File: config.mk
export PLATFORM = sky130hd
export DESIGN_NAME = slot_reel_engine
export DESIGN_NICKNAME = d
export VERILOG_FILES = /design/src/rtl/slot_reel_engine.sv
export SDC_FILE = /design/constraint.sdc
export NUM_CORES = 1
export LEC_CHECK = 0
export ABC_AREA = 0
export CAP_MARGIN = 20
export CORE_MARGIN = 4
export CORE_UTILIZATION = 30
export DETAILED_ROUTE_END_ITERATION = 7
export GPL_TIMING_DRIVEN = 0
export PLACE_DENSITY = 0.42
export RECOVER_POWER = 50
export SLEW_MARGIN = 15
export SYNTH_ARGS = -nofsm -noshare
export SYNTH_HDL_FRONTEND = slang
export SYNTH_SLANG_ARGS = --single-unit
File: constraint.sdc
create_clock -name clk_i -period 6.12 [get_ports clk_i]
set_input_delay 0.612 -clock clk_i [delete_from_list [all_inputs] [get_ports clk_i]]
set_output_delay 0.612 -clock clk_i [all_outputs]
set_load 0.02 [all_outputs]
File: src/rtl/slot_reel_engine.sv
// Multi-reel slot engine: free-running per-reel LFSRs, tick-paced symbol updates,
// staggered or player-requested reel stops, then a graded match against reel 0.
module slot_reel_engine #(
  parameter int NUM_REELS   = 5,
  parameter int SYM_W       = 3,
  parameter int NUM_SYMS    = 4,
  parameter int LFSR_W      = 16,
  parameter int SPIN_CYCLES = 150_000_000,
  parameter int STOP_GAP    = 25_000_000,
  parameter int TICK_CYCLES = 500_000,
  parameter int MIN_MATCH   = 3
) (
  input  logic                       clk_i,
  input  logic                       rst_i,
  input  logic                       start_i,
  input  logic                       stop_i,
  input  logic                       seed_we_i,
  input  logic [LFSR_W-1:0]          seed_i,
  output logic                       busy_o,
  output logic [NUM_REELS-1:0]       reel_stopped_o,
  output logic [NUM_REELS*SYM_W-1:0] sym_o,
  output logic                       done_o,
  output logic [3:0]                 match_o,
  output logic                       pay_o,
  output logic                       win_o
);

  localparam logic [1:0] S_IDLE   = 2'd0;
  localparam logic [1:0] S_SPIN   = 2'd1;
  localparam logic [1:0] S_RESULT = 2'd2;

  logic [1:0]                 state_q, state_d;
  logic [31:0]                run_q, run_d;
  logic [31:0]                tick_q, tick_d;
  logic [NUM_REELS-1:0]       stopped_q, stopped_d;
  logic [NUM_REELS*SYM_W-1:0] sym_q, sym_d;
  logic                       done_q, done_d;
  logic [3:0]                 match_q, match_d;
  logic                       pay_q, pay_d;
  logic                       win_q, win_d;

  logic [NUM_REELS*SYM_W-1:0] mapped;
  logic [NUM_REELS-1:0]       deadline;
  logic [NUM_REELS-1:0]       low_free;
  logic [3:0]                 match_cnt;
  logic                       eq_run;

  for (genvar gi = 0; gi < NUM_REELS; gi++) begin : g_reel
    logic [LFSR_W-1:0] lfsr_q, lfsr_d, seeded;
    logic              fb;

    assign fb     = lfsr_q[LFSR_W-1] ^ lfsr_q[LFSR_W-3] ^ lfsr_q[LFSR_W-4] ^ lfsr_q[LFSR_W-6];
    assign seeded = seed_i ^ LFSR_W'(gi + 1);

    // A zero seed would lock the LFSR at zero forever, so it is forced to 1.
    always_comb begin
      lfsr_d = {lfsr_q[LFSR_W-2:0], fb};
      if (state_q == S_IDLE && seed_we_i)
        lfsr_d = (seeded == '0) ? LFSR_W'(1) : seeded;
    end

    assign mapped[gi*SYM_W +: SYM_W] = SYM_W'(lfsr_q % LFSR_W'(NUM_SYMS)) + SYM_W'(1);
    assign deadline[gi] = (run_q == 32'(SPIN_CYCLES - 1 + gi * STOP_GAP));

    always_ff @(posedge clk_i or posedge rst_i) begin
      if (rst_i) lfsr_q <= LFSR_W'(gi + 1);
      else       lfsr_q <= lfsr_d;
    end
  end

  // Lowest zero bit of the stopped mask: the reel a skill-stop lands on.
  assign low_free = ~stopped_q & (stopped_q + NUM_REELS'(1));

  always_comb begin
    match_cnt = 4'd1;
    eq_run    = 1'b1;
    for (int k = 1; k < NUM_REELS; k++) begin
      if (eq_run && sym_q[k*SYM_W +: SYM_W] == sym_q[SYM_W-1:0]) match_cnt = match_cnt + 4'd1;
      else eq_run = 1'b0;
    end
  end

  always_comb begin
    state_d   = state_q;
    run_d     = run_q;
    tick_d    = tick_q;
    stopped_d = stopped_q;
    sym_d     = sym_q;
    done_d    = 1'b0;
    match_d   = match_q;
    pay_d     = pay_q;
    win_d     = win_q;
    case (state_q)
      S_IDLE: begin
        if (start_i) begin
          state_d   = S_SPIN;
          run_d     = '0;
          tick_d    = '0;
          stopped_d = '0;
          match_d   = '0;
          pay_d     = 1'b0;
          win_d     = 1'b0;
        end
      end
      S_SPIN: begin
        run_d  = run_q + 32'd1;
        tick_d = (tick_q == 32'(TICK_CYCLES - 1)) ? '0 : tick_q + 32'd1;
        for (int k = 0; k < NUM_REELS; k++) begin
          if (tick_q == '0 && !stopped_q[k]) sym_d[k*SYM_W +: SYM_W] = mapped[k*SYM_W +: SYM_W];
        end
        stopped_d = stopped_q | deadline | (stop_i ? low_free : '0);
        if (&stopped_d) state_d = S_RESULT;
      end
      S_RESULT: begin
        match_d = match_cnt;
        pay_d   = (match_cnt >= 4'(MIN_MATCH));
        win_d   = (match_cnt == 4'(NUM_REELS));
        done_d  = 1'b1;
        state_d = S_IDLE;
      end
      default: state_d = S_IDLE;
    endcase
  end

  always_ff @(posedge clk_i or posedge rst_i) begin
    if (rst_i) begin
      state_q   <= S_IDLE;
      run_q     <= '0;
      tick_q    <= '0;
      stopped_q <= '1;
      sym_q     <= {NUM_REELS{SYM_W'(1)}};
      done_q    <= 1'b0;
      match_q   <= '0;
      pay_q     <= 1'b0;
      win_q     <= 1'b0;
    end else begin
      state_q   <= state_d;
      run_q     <= run_d;
      tick_q    <= tick_d;
      stopped_q <= stopped_d;
      sym_q     <= sym_d;
      done_q    <= done_d;
      match_q   <= match_d;
      pay_q     <= pay_d;
      win_q     <= win_d;
    end
  end

  assign busy_o         = (state_q == S_SPIN) || (state_q == S_RESULT);
  assign reel_stopped_o = stopped_q;
  assign sym_o          = sym_q;
  assign done_o         = done_q;
  assign match_o        = match_q;
  assign pay_o          = pay_q;
  assign win_o          = win_q;

endmodule

---- Word level (Yosys, flattened, before mapping) ----
Index checks and enable logic that the tools add are counted.
operators by class
  equal/unequal tests ..................... 15
  reduce and logical (&&, ||, !) cells .... 33
  bitwise logic cells ..................... 24
  $add $sub $neg .......................... 11
  muxes and demuxes ....................... 33
  order comparisons ....................... 1
operators with widths
  cell                     number
  $eq A32 B28 Y1 const B   5
  $mux W16                 10
  $pmux W32 S2             2
  $logic_not A16 Y1        5
  $add A32 B1 Y32 const B  2
  $mux W32                 2
  $eq A32 B19 Y1 const B   1
  $logic_not A32 Y1        1
  $mux W4                  4
  $reduce_and A2 Y1        8
  $add A2 B1 Y3 const B    5
  $xor A1 B1 Y1            15
  $add A4 B1 Y4 const B    3
  $eq A3 B3 Y1             4
  $mux W5                  2
  $or A5 B5 Y5             2
  $pmux W5 S2              1
  $logic_and A1 B1 Y1      9
  $pmux W4 S2              1
  $mux W2                  3
  $add A5 B1 Y5 const B    1
  $and A5 B5 Y5            1
  $logic_not A1 Y1         5
  $mux W1                  5
  other kinds (14)         20
word-level totals
  output and inout port bits .............. 28
  logic and storage cells ................. 135
  input bits .............................. 21
  register bits after elaboration ......... 173

---- Depth between registers and ports, before layout ----
  word-level depth ........................ 10
  depth in mapped cells ................... 9
  mapped depth without buffers ............ 8

---- Worst setup path before layout ----
No wires, ideal clock.
  path type ............................... input port to flip-flop
  start ................................... in start_i
  end ..................................... reg run_q[30]
  data arrival time ....................... 2.233 ns
  slack ................................... 3.755 ns
  buffers on the path ..................... 1
  stages .................................. 7
  setup time .............................. 0.132 ns
  data required time ...................... 5.988 ns
  cells stage by stage .................... buf_2 > mux2_2 > nand3_1 > nor4_1 > nand4_1 > xor2_1 > nor2_1
on the way
  word-level cells in the longest chain between the ends .. 2
RTL lines
  item                                line  RTL
  from (decl)                         15    input logic start_i,
  $ne A2 B2 Y1 (no source line)       n/a
  $reduce_and A2 Y1 (no source line)  n/a
  to (signal assigned)                138   run_q <= run_d;
  to (decl)                           33    logic [31:0] run_q, run_d;
Every way passes these cells.
A chain may end at the register's enable or synchronous reset.

==> flow_metrics.py <==
metrics = {
    "outcome": {
        "status": "complete, but fails checks",
        "violations": "max-capacitance violations, max-slew violations",
    },
    "global_route": {
        "grt_pass1_vias": 6110,
        "grt_pass1_wl_um": 33300,
        "antenna_found_initial": 0,
        "grt_max_degree": 106,
        "grt_use_total": 0.1437,
        "overflow": 0,
    },
    "synth": {
        "ys_async_sr_fraction": 1.000,
        "synth.top_cell.area_share": 0.4832,
        "synth_seq_cells": 173,
        "synth_enable_flop_cells": 0,
        "syn_inst": 778,
        "synth_ff_type": "dfrtp_1",
        "synth_area_per_cell_um2": 10.38,
        "yosys-top-cells-area": "dfrtp_1 (48%), a21o_1 (6.4%), dfstp_2 (5.5%)",
        "synth_nets": 810,
        "yosysMostFrequentCell": "dfrtp_1",
        "synth_seq_area_share": 0.5385,
        "synth_cell_types": 55,
        "yosys.area.top_type": "dfrtp_1",
        "syn-cell-area_um2": 8079,
        "synth_warnings": 0,
        "yosys-top-cells-count": "dfrtp_1 (156), nor2_1 (83), a21o_1 (69)",
    },
    "timing": {
        "fin_worst_hold_slack_ps": 444.8,
        "rsz0062_at_grt": "no",
        "slew_headroom": -1.191,
        "final.period_utilization": 0.4975,
        "finalSetupViolCount": 0,
        "final.setup.worst_slack_ps": 3076,
        "hold_viol": 0,
        "maxSlewViolCount": 69,
        "tightest_slew_ps": 3269,
        "clock_skew_ps": 21.41,
        "layout_min_cycle_time_ps": 3044,
        "max_freq_mhz": 328.5,
    },
    "worst_hold_path": {
        "hold_class": "reg2reg",
    },
    "clocking": {
        "cts_hold_buf": 0,
        "cts_setup_buffers": 0,
        "cts_buffers": 17,
        "cts_tree": "yes",
        "cts.path.max_buffers": 2,
        "cts.repair.resized": 0,
        "cts_num_sinks": 173,
        "clock_latency_ps": 440,
        "clk_pin_slew_ps": 80,
        "cts_root_buffer": "clkbuf_16",
        "h-tree-depth": 4,
    },
    "placed_design": {
        "dp_hpwl_um": 14930,
        "gp_congestion": 0.8218,
        "dp_slack_ps": 3064,
        "io_buffers": 47,
        "placedCellCount": 1161,
    },
    "drt": {
        "via_per_inst": 4.977,
        "dr.pass1.iters": 5,
        "drt_wl_total_um": 20580,
        "vias": 5937,
        "ant_nets": 0,
        "drt_iter0_markers": 292,
        "wl_per_cell_um": 17.25,
        "route.detailed.drc": 0,
    },
    "setup_path": {
        "critPathTopFamily": "buffers and inverters",
        "start_kind": "input port",
        "path_cells": "dlygate4sd3_1 > clkinvlp_2",
        "required_ps": 6120,
        "path_class": "in2async",
        "path_max_fanout": 69,
        "slowest_stage": "clkinvlp_2",
        "arrival_ps": 3040,
        "worst-path-buf-inv": 2,
        "setup.worst_path.end_class": "asynchronous set/reset pin",
        "slowest_delay_ps": 1840,
    },
    "flow_run": {
        "maxCapViolCount": 1,
    },
    "floorplan": {
        "start_util": 0.3074,
        "core_area_um2": 26280,
        "rows": 59,
        "die_w_um": 172.1,
        "die-height_um": 172.1,
        "die_area_um2": 29620,
        "io_pins": 49,
    },
    "layout": {
        "nNetsFinal": 877,
        "diodes": 0,
        "drive_gt1_frac": 0.09091,
        "final_cells": 1193,
        "area_growth_pct": 18.71,
        "nFillCells": 2605,
    },
    "power_and_ir_drop": {
        "p_leak_nw": 4.336,
        "p_per_area_nw_per_um2": 413.1,
        "worst_ir_drop_vdd_mv": 0.2160,
    },
}
## sequential cells by signal (all words and copies together) (netlist names), 2 cells and up
signal and count:
g_reel.lfsr_q 80, tick_q 32, state_q 2, run_q 32
sym_o 15, reel_stopped_o 5, match_o 4
## metrics by stage
| step | util | cell area, um^2 | TNS, ps | power (W) |
|---|---|---|---|---|
| finish | 0.3649 | 9590 | 0 | 0.003962 |
| global route | 0.3649 | 9590 | 0 | 0.004221 |
| CTS | 0.3653 | 9600 | 0 | 0.004040 |
| detailed placement | 0.3426 | 9004 | 0 | 0.002936 |
| global placement | 0.3413 | 8969 | -244710 | 0.002915 |
| floorplan | - | 8079 | 0 | 0.002483 |
## cell families (layout without fill, tap and decap cells)
family          count (synthesis)  count (layout)  share of synthesized area
mux                            15              15                    0.02029
compound gates                148             148                     0.1219
simple gates                  308             308                     0.1976
xor+xnor                       72              72                    0.07805
fa+ha+maj                      11              11                    0.01704
flops                         173             173                     0.5385
buf+inv                        51             131                    0.02664
## layout by cell type (no fill, tap or decap), drive strengths merged, types with 4 or more instances in the layout
cell and n:
a21o 69, a21oi 22, a31oi 4, and2 10, and3 25, and4 4, buf 9, clkbuf 40
clkdlybuf4s50 46, clkinv 6, dfrtp 156, dfstp 17, ha 11, inv 26, mux2 11, mux2i 4
nand2 56, nand2b 5, nand3 35, nand4 28, nor2 83, nor3 14, nor4 17, nor4bb 4
o21ai 33, o31a 4, or3 8, or4 6, xnor2 42, xor2 30
## where the power goes
| group | total, W | internal [W] | switching [W] |
|---|---|---|---|
| combinational | 0.00120 | 0.000540 | 0.000661 |
| sequential | 0.00168 | 0.00148 | 0.000199 |
| clock | 0.00108 | 0.000551 | 0.000530 |
| total | 0.00396 | 0.00257 | 0.00139 |
## final timing paths
path	start	end	slack (ps)	depth (start not counted)
max reg2reg	tick_q[0]$_DFFE_PP0P_	tick_q[9]$_DFFE_PP0P_	3120	8
min in group asynchronous	rst_i	g_reel[4].lfsr_q[6]$_DFF_PP0_	1590	2
min reg2reg	g_reel[4].lfsr_q[11]$_DFF_PP0_	g_reel[4].lfsr_q[12]$_DFF_PP0_	440	1
min	g_reel[4].lfsr_q[11]$_DFF_PP0_	g_reel[4].lfsr_q[12]$_DFF_PP0_	440	1
max	rst_i	tick_q[30]$_DFFE_PP0P_	3080	2
max in group clk_i	tick_q[0]$_DFFE_PP0P_	tick_q[9]$_DFFE_PP0P_	3120	8
## layout make-up
cell class	instances	area [um^2]	area share
plain buffers	31	130.1	0.01357
clock buffers	17	425.4	0.04436
well taps	335	419.2	0.04371
clock inverters	15	171.4	0.01787
multi-input cells	554	3520	0.3670
repair buffers	48	498.0	0.05192
flip-flops and latches	173	4350	0.4536
inverters	20	76.32	0.007958
## routing by layer
layer,track usage,share of wire
met5,0,0
met1,0.1913,0.46
met4,0.03999,0.014
met2,0.2387,0.49
met3,0.02972,0.035
(Power assumes the default switching activity.)
